File: src/rtl/fifo_wr_arbiter_pkg.sv
// Shared types and helpers for the FIFO write-port arbiter.
package fifo_arb_pkg;

    typedef enum logic {
        ARB_IDLE = 1'b0,
        ARB_BUSY = 1'b1
    } arb_state_e;

    // Round-robin successor of the releasing holder, wrapping at num_req
    // (works for non-power-of-two producer counts).
    function automatic int unsigned next_rr_ptr(input int unsigned holder,
                                                input int unsigned num_req);
        return (holder + 1 >= num_req) ? 0 : holder + 1;
    endfunction

endpackage

File: src/rtl/fifo_wr_arbiter_if.sv
// Producer and FIFO write-side signals of the write-port arbiter.
// slave: the arbiter; master: producers, FIFO and control that drive it.
interface fifo_wr_arb_if #(
    parameter int NUM_REQ = 4,
    parameter int DATA_W  = 16,
    parameter int IDX_W   = (NUM_REQ > 2) ? $clog2(NUM_REQ) : 1
);
    logic [NUM_REQ-1:0]             req_valid;
    logic [NUM_REQ-1:0][DATA_W-1:0] req_data;
    logic [NUM_REQ-1:0]             req_last;
    logic [NUM_REQ-1:0]             req_ready;
    logic                           fifo_full;
    logic                           fifo_wr_en;
    logic [DATA_W-1:0]              fifo_wr_data;
    logic                           gnt_valid;
    logic [IDX_W-1:0]               gnt_id;
    logic                           err_overlen;
    logic                           err_clr;

    modport slave (
        input  req_valid, req_data, req_last, fifo_full, err_clr,
        output req_ready, fifo_wr_en, fifo_wr_data, gnt_valid, gnt_id, err_overlen
    );

    modport master (
        output req_valid, req_data, req_last, fifo_full, err_clr,
        input  req_ready, fifo_wr_en, fifo_wr_data, gnt_valid, gnt_id, err_overlen
    );
endinterface

File: src/rtl/fifo_wr_arbiter_picker.sv
// Rotating-priority picker: first requester found scanning from rr_ptr upward,
// wrapping modulo NUM_REQ.
module wr_rr_picker #(
    parameter int NUM_REQ = 4,
    parameter int IDX_W   = 2
) (
    input  logic [NUM_REQ-1:0] req,
    input  logic [IDX_W-1:0]   rr_ptr,
    output logic [IDX_W-1:0]   winner,
    output logic               any_req
);
    logic found;

    // Scan offsets 0..NUM_REQ-1 from rr_ptr and keep the first hit.
    always_comb begin
        // NOTE: every output of a combinational block gets a default first so no latch is inferred.
        winner = '0;
        found  = 1'b0;
        for (int k = 0; k < NUM_REQ; k++) begin
            for (int i = 0; i < NUM_REQ; i++) begin
                if (!found && req[i] && (i == (int'(rr_ptr) + k) % NUM_REQ)) begin
                    found  = 1'b1;
                    winner = IDX_W'(i);
                end
            end
        end
    end

    assign any_req = |req;

endmodule

File: src/rtl/fifo_wr_arbiter.sv
// Round-robin, packet-locked arbiter sharing the FIFO write port between
// NUM_REQ producers. One idle cycle between packets; one beat per cycle inside
// a packet; FIFO full stalls the holder without losing its grant.
module fifo_wr_arbiter
    import fifo_arb_pkg::*;
#(
    parameter int NUM_REQ = 4,
    parameter int DATA_W  = 16,
    parameter int MAX_PKT = 8
) (
    input logic          wr_clk,
    input logic          rst_n,
    fifo_wr_arb_if.slave bus
);
    localparam int IDX_W = (NUM_REQ > 2) ? $clog2(NUM_REQ) : 1;
    localparam int CNT_W = $clog2(MAX_PKT + 1);

    arb_state_e         state, state_nxt;
    logic [IDX_W-1:0]   rr_ptr, rr_ptr_nxt;
    logic [IDX_W-1:0]   gnt_id, gnt_id_nxt;
    logic [CNT_W-1:0]   beat_cnt, beat_cnt_nxt;
    logic               err_overlen, err_overlen_nxt;

    logic [IDX_W-1:0]   winner;
    logic               any_req;
    logic [NUM_REQ-1:0] req_ready;
    logic               fifo_wr_en;
    logic [DATA_W-1:0]  fifo_wr_data;

    wr_rr_picker #(
        .NUM_REQ (NUM_REQ),
        .IDX_W   (IDX_W)
    ) u_picker (
        .req     (bus.req_valid),
        .rr_ptr  (rr_ptr),
        .winner  (winner),
        .any_req (any_req)
    );

    // Next-state, beat counting, release and the write-port mux.
    always_comb begin
        state_nxt       = state;
        rr_ptr_nxt      = rr_ptr;
        gnt_id_nxt      = gnt_id;
        beat_cnt_nxt    = beat_cnt;
        err_overlen_nxt = err_overlen & ~bus.err_clr;
        req_ready       = '0;
        fifo_wr_en      = 1'b0;
        fifo_wr_data    = '0;

        case (state)
            ARB_IDLE: begin
                if (any_req) begin
                    state_nxt    = ARB_BUSY;
                    gnt_id_nxt   = winner;
                    beat_cnt_nxt = '0;
                end
            end
            ARB_BUSY: begin
                req_ready[gnt_id] = !bus.fifo_full;
                fifo_wr_en        = bus.req_valid[gnt_id] & !bus.fifo_full;
                fifo_wr_data      = bus.req_data[gnt_id];
                if (fifo_wr_en) begin
                    beat_cnt_nxt = beat_cnt + CNT_W'(1);
                    if (bus.req_last[gnt_id] || beat_cnt == CNT_W'(MAX_PKT - 1)) begin
                        // Release on last beat, or cut an overlong packet; setting
                        // the error overrides a simultaneous clear.
                        state_nxt    = ARB_IDLE;
                        rr_ptr_nxt   = IDX_W'(next_rr_ptr(32'(gnt_id), NUM_REQ));
                        beat_cnt_nxt = '0;
                        if (!bus.req_last[gnt_id]) begin
                            err_overlen_nxt = 1'b1;
                        end
                    end
                end
            end
            default: state_nxt = ARB_IDLE;
        endcase
    end

    // State register with asynchronous reset.
    always_ff @(posedge wr_clk or negedge rst_n) begin
        // NOTE: sequential state uses non-blocking assignments so all registers update together at the edge.
        if (!rst_n) begin
            state       <= ARB_IDLE;
            rr_ptr      <= '0;
            gnt_id      <= '0;
            beat_cnt    <= '0;
            err_overlen <= 1'b0;
        end else begin
            state       <= state_nxt;
            rr_ptr      <= rr_ptr_nxt;
            gnt_id      <= gnt_id_nxt;
            beat_cnt    <= beat_cnt_nxt;
            err_overlen <= err_overlen_nxt;
        end
    end

    assign bus.req_ready    = req_ready;
    assign bus.fifo_wr_en   = fifo_wr_en;
    assign bus.fifo_wr_data = fifo_wr_data;
    assign bus.gnt_valid    = (state == ARB_BUSY);
    assign bus.gnt_id       = gnt_id;
    assign bus.err_overlen  = err_overlen;

    // A pending beat must stay put until the arbiter accepts it.
    for (genvar i = 0; i < NUM_REQ; i++) begin : g_hold_chk
        a_hold_stable : assert property (@(posedge wr_clk) disable iff (!rst_n)
            (bus.req_valid[i] && !bus.req_ready[i]) |=>
            (bus.req_valid[i] && $stable(bus.req_data[i]) && $stable(bus.req_last[i])));
    end

endmodule

File: src/flat_wrapper.sv
// flat-port wrapper written by rule: the top's interface ports become plain ports
module fifo_wr_arbiter_flat import fifo_arb_pkg::*;
#(
    parameter int NUM_REQ = 4,
    parameter int DATA_W  = 16,
    parameter int MAX_PKT = 8
)
  (wr_clk, rst_n, bus_req_valid, bus_req_data, bus_req_last, bus_fifo_full, bus_err_clr, bus_req_ready, bus_fifo_wr_en, bus_fifo_wr_data, bus_gnt_valid, bus_gnt_id, bus_err_overlen);
  fifo_wr_arb_if #(.NUM_REQ(NUM_REQ), .DATA_W(DATA_W), .IDX_W((2))) bus_i ();
  input logic wr_clk;
  input logic rst_n;
  input wire logic [$bits(bus_i.req_valid)-1:0] bus_req_valid;
  input wire logic [$bits(bus_i.req_data)-1:0] bus_req_data;
  input wire logic [$bits(bus_i.req_last)-1:0] bus_req_last;
  input wire logic [$bits(bus_i.fifo_full)-1:0] bus_fifo_full;
  input wire logic [$bits(bus_i.err_clr)-1:0] bus_err_clr;
  output wire logic [$bits(bus_i.req_ready)-1:0] bus_req_ready;
  output wire logic [$bits(bus_i.fifo_wr_en)-1:0] bus_fifo_wr_en;
  output wire logic [$bits(bus_i.fifo_wr_data)-1:0] bus_fifo_wr_data;
  output wire logic [$bits(bus_i.gnt_valid)-1:0] bus_gnt_valid;
  output wire logic [$bits(bus_i.gnt_id)-1:0] bus_gnt_id;
  output wire logic [$bits(bus_i.err_overlen)-1:0] bus_err_overlen;
  assign bus_i.req_valid = bus_req_valid;
  assign bus_i.req_data = bus_req_data;
  assign bus_i.req_last = bus_req_last;
  assign bus_i.fifo_full = bus_fifo_full;
  assign bus_i.err_clr = bus_err_clr;
  assign bus_req_ready = bus_i.req_ready;
  assign bus_fifo_wr_en = bus_i.fifo_wr_en;
  assign bus_fifo_wr_data = bus_i.fifo_wr_data;
  assign bus_gnt_valid = bus_i.gnt_valid;
  assign bus_gnt_id = bus_i.gnt_id;
  assign bus_err_overlen = bus_i.err_overlen;
  fifo_wr_arbiter #(.NUM_REQ(NUM_REQ), .DATA_W(DATA_W), .MAX_PKT(MAX_PKT)) u_core (.wr_clk(wr_clk), .rst_n(rst_n), .bus(bus_i));
endmodule
File: config.mk
export PLATFORM = sky130hd
export DESIGN_NAME = fifo_wr_arbiter_flat
export DESIGN_NICKNAME = d
export VERILOG_FILES = /design/src/rtl/fifo_wr_arbiter_pkg.sv /design/src/rtl/fifo_wr_arbiter_if.sv /design/src/rtl/fifo_wr_arbiter_picker.sv /design/src/rtl/fifo_wr_arbiter.sv /design/src/flat_wrapper.sv
export SDC_FILE = /design/constraint.sdc
export NUM_CORES = 1
export LEC_CHECK = 0
export CAP_MARGIN = 20
export CORE_AREA = 4 4 69 71
export DETAILED_ROUTE_END_ITERATION = 10
export DIE_AREA = 0 0 73 75
export PLACE_DENSITY = 0.76
export SYNTH_ARGS = -nofsm -noshare
export SYNTH_HDL_FRONTEND = slang
export SYNTH_SLANG_ARGS = --single-unit
File: constraint.sdc
create_clock -name wr_clk -period 2.2 [get_ports wr_clk]
set_clock_uncertainty 0.2 [all_clocks]
set_input_delay 0.22 -clock wr_clk [delete_from_list [all_inputs] [get_ports wr_clk]]
set_output_delay 0.22 -clock wr_clk [all_outputs]
set_load 0.1 [all_outputs]
### After elaboration in Yosys (flattened, before gate mapping)

Cells that the tools add are included.
W data, S select, Z words.

| storage, ports and cells | value |
|---|---|
| ROM bits | 0 |
| bits in writable memories | 0 |
| latch bits | 0 |
| output and inout bits | 25 |
| flip-flop bits (word level) | 10 |
| memories kept | 0 |
| input port bits | 76 |

| cells by class | value |
|---|---|
| reductions and logical operators | 60 |
| eq/ne operators | 15 |
| shifts and indexed selects | 0 |
| mux-type cells | 54 |
| $mul | 0 |
| $lt $le $gt $ge | 3 |
| bitwise gates (word level) | 8 |
| add/subtract/negate cells | 5 |
| divide/modulo/power cells | 0 |

Operators by type and width:

| cell | count |
|---|---|
| $logic_not A32 Y1 | 4 |
| $bmux W16 S2 | 1 |
| $logic_and A1 B1 Y1 | 32 |
| $mux W16 | 2 |
| $mux W2 | 15 |
| $mux W1 | 27 |
| $eq A3 B3 Y1 const A | 6 |
| $logic_not A1 Y1 | 16 |
| $mux W4 | 4 |
| $eq A2 B3 Y1 const A | 3 |
| $pmux W4 S2 | 1 |
| $reduce_or A2 Y1 | 3 |
| $add A2 B2 Y2 const B | 2 |
| $add A4 B1 Y4 const B | 1 |
| $and A4 B4 Y4 | 1 |
| $bmux W1 S2 | 2 |
| $eq A2 B2 Y1 const A | 2 |
| $eq A4 B3 Y1 const B | 1 |
| $reduce_and A2 Y1 | 2 |
| $reduce_or A4 Y1 | 1 |
| $add A2 B1 Y3 const B | 1 |
| $and A1 B1 Y1 const A | 3 |
| $ge A3 B3 Y1 const B | 1 |
| $lt A2 B3 Y1 const B | 1 |
| other kinds (11) | 13 |

### Logic depth before layout (Yosys ltp)

| logic depth | value |
|---|---|
| depth after elaboration | 63 |
| gate-level depth with buffers | 5 |

### Cells and area by module

A second synthesis with hierarchy kept.

| second synthesis, totals | value |
|---|---|
| cells, all modules | 108 |
| area total of the unflattened synthesis | 1212.4 µm² |

By module, submodules not included:

| module | area each (µm²) | instances | seq. area each (µm²) | cells an instance |
|---|---|---|---|---|
| fifo_wr_arbiter | 1139.8 | 1 | 250.2 | 96 |
| wr_rr_picker | 72.6 | 1 | 0.0 | 12 |

### Worst setup path after synthesis

Ideal clock, no wire load.

| timing | value |
|---|---|
| path kind | register -> output |
| from | reg u_core.gnt_id[0], in the netlist u_core.bus.gnt_id[0] |
| to | out bus_fifo_wr_data[10] |
| cell stages (with the launch flop) | 5 |
| data required time | 1780 ps |
| path slack | -959 ps |
| data arrival time | 2739 ps |
| path buffers | 2 |
| path through | dfrtp_1 buf_2 buf_2 mux4_2 and2_1 |

| on the way | value |
|---|---|
| cells in the longest elaborated chain, start to end | 3 |

Ends and longest elaborated chain:

| what | line | text |
|---|---|---|
| start, declared | fifo_wr_arbiter.sv:20 | `logic [IDX_W-1:0] gnt_id, gnt_id_nxt;` |
| start signal, assigned | fifo_wr_arbiter.sv:93 | `gnt_id <= gnt_id_nxt;` |
| $bmux W16 S2 | fifo_wr_arbiter.sv:62 | `fifo_wr_data = bus.req_data[gnt_id];` |
| $mux W16 (implied by the code) | fifo_wr_arbiter.sv:62 |  |
| $mux W16 | fifo_wr_arbiter.sv:51 | `case (state)` |
| end, declared | flat_wrapper.sv:19 | `output wire logic [$bits(bus_i.fifo_wr_data)-1:0] bus_fifo_wr_data;` |

Every way passes these cells. The select of a mux whose other input is x is not followed.

### Final worst setup path

| timing | value |
|---|---|
| from | reg u_core.gnt_id[0], in the netlist u_core.bus.gnt_id[0] |
| to | out bus_fifo_wr_data[11] |

The elaborated chain is that of the path after synthesis.

==> metrics.txt <==
outcome complete, no violations; placed cells 263; largest net degree at the start of global routing 16; Synth Area in Compound Gates about 12%; DRC viols 0; register area share after synthesis a little over a fifth; DP HPWL 3860 um; vias in the first global route 1,404; element type at the critical path end primary output; die width 73 um; Seq pwr share 8.6%; mean post-synth cell area 10.7 sq um; CP cell instances clkbuf_16, mux4_2, and2_4, buf_12; worst r2r src u_core.bus.gnt_id[0]; Top-Level Pins 101; RSZ-0062 raised after global routing false; Adder-Cell Fraction of Synth Area 5.31%; Die Height 75 um; CORE AREA around 4200 sq um; Distinct cells, synth 32; Worst R2R End u_core.beat_cnt[3]; CP required ~1.8 ns; multiplexer share of the synthesized area 36.3%; Total Nets Final 301; worst path arrival time approximately 1.7 ns; Fin. Hold Viols 0; worst hold path class primary input to async pin; non-filler cells, final 271; clk_lat worst skew 0.23 ns; clock sink count 10; Netlist Area Pre-Place 1180 sq um; Sw Share 53.2%; setup_tns 0 ns; final setup violation count 0; Setup CP Type register to primary output; share of total power in the clock network ~5.1%; share of cells above drive strength 1 about two fifths; Gate Count Post-Synth 110; CTS root buf clkbuf_8; cells on worst reg2reg path 4; Post-Synth XOR/XNOR Area 0%; worst setup margin a little over 0.04 ns; vias per cell a little under 5; PD cells 1660 nW/um^2; CP Launch Point u_core.bus.gnt_id[0]; number of diodes 0; clock buffer count from CTS 3; first-pass GRT wire length 6960 um; H-tree depth 1; #FFs+latches synth 10; initial antenna violation count 0; Antenna Nets Post-Route 0; R2R Setup Slk 0.07 ns; P_leak 0.00111 uW; DRT Wirelength 4710 um; layout overhead on the synthesized area 129%; Crit-path slowest cell dfrtp_4; Fmax 463 MHz; max_slew headroom 70.1%; Comb pwr share 86.3%; Initial Util between 20 and 30%; worst slew pin tran 0.448 ns; worst-path maximum fanout 5; YS warnings 0; Placer Congestion 0.879; Synthesized Nets 191; Initial DRC Count 62; die area 5480 sq um; Pre-Repair DR Iteration Count 4; fin. max-slew vios 0; CTS tree built; maximum resistive drop on vdd around 600 uV; internal power 2090 uW; Clock Tree Buf Depth 2; final core utilization between 60% and 70%; Routed wire per std cell 17.4 um; GRT Util Overall 16.3%; DR vias 1,342; Switch Pwr 2380 uW; total grt overflow 0; max_cap viols 0; Clk pin slew, worst setup/hold paths around 0.05 ns; startpoint types register; minimum clock period 2.16 ns; main combinational cell family by area after synthesis multiplexers; delay of the slowest cell on the worst path 0.49 ns; Post-Synth Simple-Gate Area 20.4%; final worst-path cycle share 98.2%; FP Rows 24; port buffer count 100; Setup WS pre-CTS 0.0385 ns
## per-stage QoR
step | total power, uW | hold slack [ns] | instance area [sq um]
3_5_place_dp | 4130 | 0.334 | 2570
5_1_grt | 4660 | 0.141 | 2700
2_1_floorplan | 2820 | -0.276 | 1250
6_report | 4480 | 0.100 | 2700
4_1_cts | 4440 | 0.111 | 2670
3_3_place_gp | 4090 | 0.330 | 2570
## metal layers
layer | track usage [%] | up-vias | part of all wire (%)
met3 | 3.47 | 2 | 7.6
met5 | 0 | - | 0
li1 | - | 638 | -
met2 | 30.5 | 61 | 53
met4 | 3.07 | 0 | 0.36
met1 | 19.1 | 641 | 39
## flip-flops by register name, indices dropped and copies added, names as in the netlist
| signal | count |
|---|---|
| u_core.beat_cnt | 4 |
| u_core.bus.gnt_id | 2 |
| u_core.rr_ptr | 2 |
| u_core.bus.err_overlen | 1 |
| u_core.bus.gnt_valid | 1 |
## repair_timing
item | CTS | global route
resized for setup | 1 | 3
pin swaps | 0 | 2
hold buffers | 0 | 0
gates cloned | 1 | 1
buffers inserted | 2 | 0
endpoints found under the setup margin | 5 | 4
## placed cells by master, fill, tap and decap left out, drive strengths merged, types with 3 or more instances in the layout
| cell type | synthesis | final |
|---|---|---|
| o21ai | 3 | 3 |
| clkdlybuf4s50 | 0 | 75 |
| nand2 | 7 | 7 |
| and2 | 20 | 20 |
| mux2 | 4 | 4 |
| nor2 | 5 | 5 |
| o22ai | 3 | 3 |
| dfrtp | 10 | 10 |
| mux4 | 17 | 17 |
| inv | 7 | 7 |
| ha | 5 | 5 |
| buf | 4 | 35 |
| clkbuf | 2 | 5 |
## cells in the mapped netlist
cell type,count,share of area (%)
and2_1,20,11
mux4_2,17,33
dfrtp_1,10,21
inv_1,7,2.2
nand2_1,7,2.2
ha_1,5,5.3
nor2_1,5,1.6
mux2_2,4,3.8
buf_2,3,1.3
o22ai_1,3,1.6
a21oi_1,2,0.85
and3b_1,2,1.5
clkbuf_1,2,0.64
nand2b_1,2,1.1
nor3_1,2,0.85
o21a_1,2,1.3
o21ai_0,2,0.85
a21o_1,1,0.64
a21o_2,1,0.74
a222oi_1,1,0.85
a22o_1,1,0.74
a2bb2oi_1,1,0.74
buf_1,1,0.32
nand3_1,1,0.42
nor3b_1,1,0.64
o21ai_1,1,0.42
o221ai_1,1,0.74
o31ai_1,1,0.64
o32ai_1,1,0.74
o41ai_2,1,1.4
or3_1,1,0.53
or4_4,1,0.96
## cells by family after synthesis
logic type,Yosys count
adder cells (fa/ha/maj),5
AO/OA/AOI/OAI,19
buffers and inverters,13
multiplexers,21
AND/OR/NAND/NOR,42
flip-flops,10
## critical path: cells and delay by family (launching register included)
kind | cells | cell delay [ns]
buffers and inverters | 2 | 0.34
and+or+nand+nor | 1 | 0.18
muxes | 1 | 0.49
DFF | 1 | 0.49
## worst max-delay path by stage
stage / depth (start not counted) / endpoint / slack, ns
2_1_floorplan: 4 / bus_fifo_wr_data[10] / -0.11
3_3_place_gp: 4 / u_core.beat_cnt[3] / 0.06
3_5_place_dp: 4 / u_core.beat_cnt[3] / 0.04
4_1_cts: 4 / bus_fifo_wr_data[1] / 0.001
5_1_grt: 4 / bus_fifo_wr_data[11] / 0.006
6_report: 4 / bus_fifo_wr_data[11] / 0.04
## power groups by stage
stage          Clock [uW]  Sequential, uW  Combinational [uW]
3_3_place_gp            0             375                3720
5_1_grt               243             403                4010
6_report              227             386                3870
2_1_floorplan           0             481                2340
4_1_cts               231             379                3830
3_5_place_dp            0             381                3750
## cell type report
class / count / area [sq um]
Clock buffer: 4 / 55.1
Fill cell: 333 / 1530
Inverter: 7 / 26.3
Multi-Input combinational cell: 87 / 933
Sequential cell: 10 / 262
Tap cell: 52 / 65.1
Timing Repair Buffer: 111 / 1360
Power figures use the tool's default switching activity.
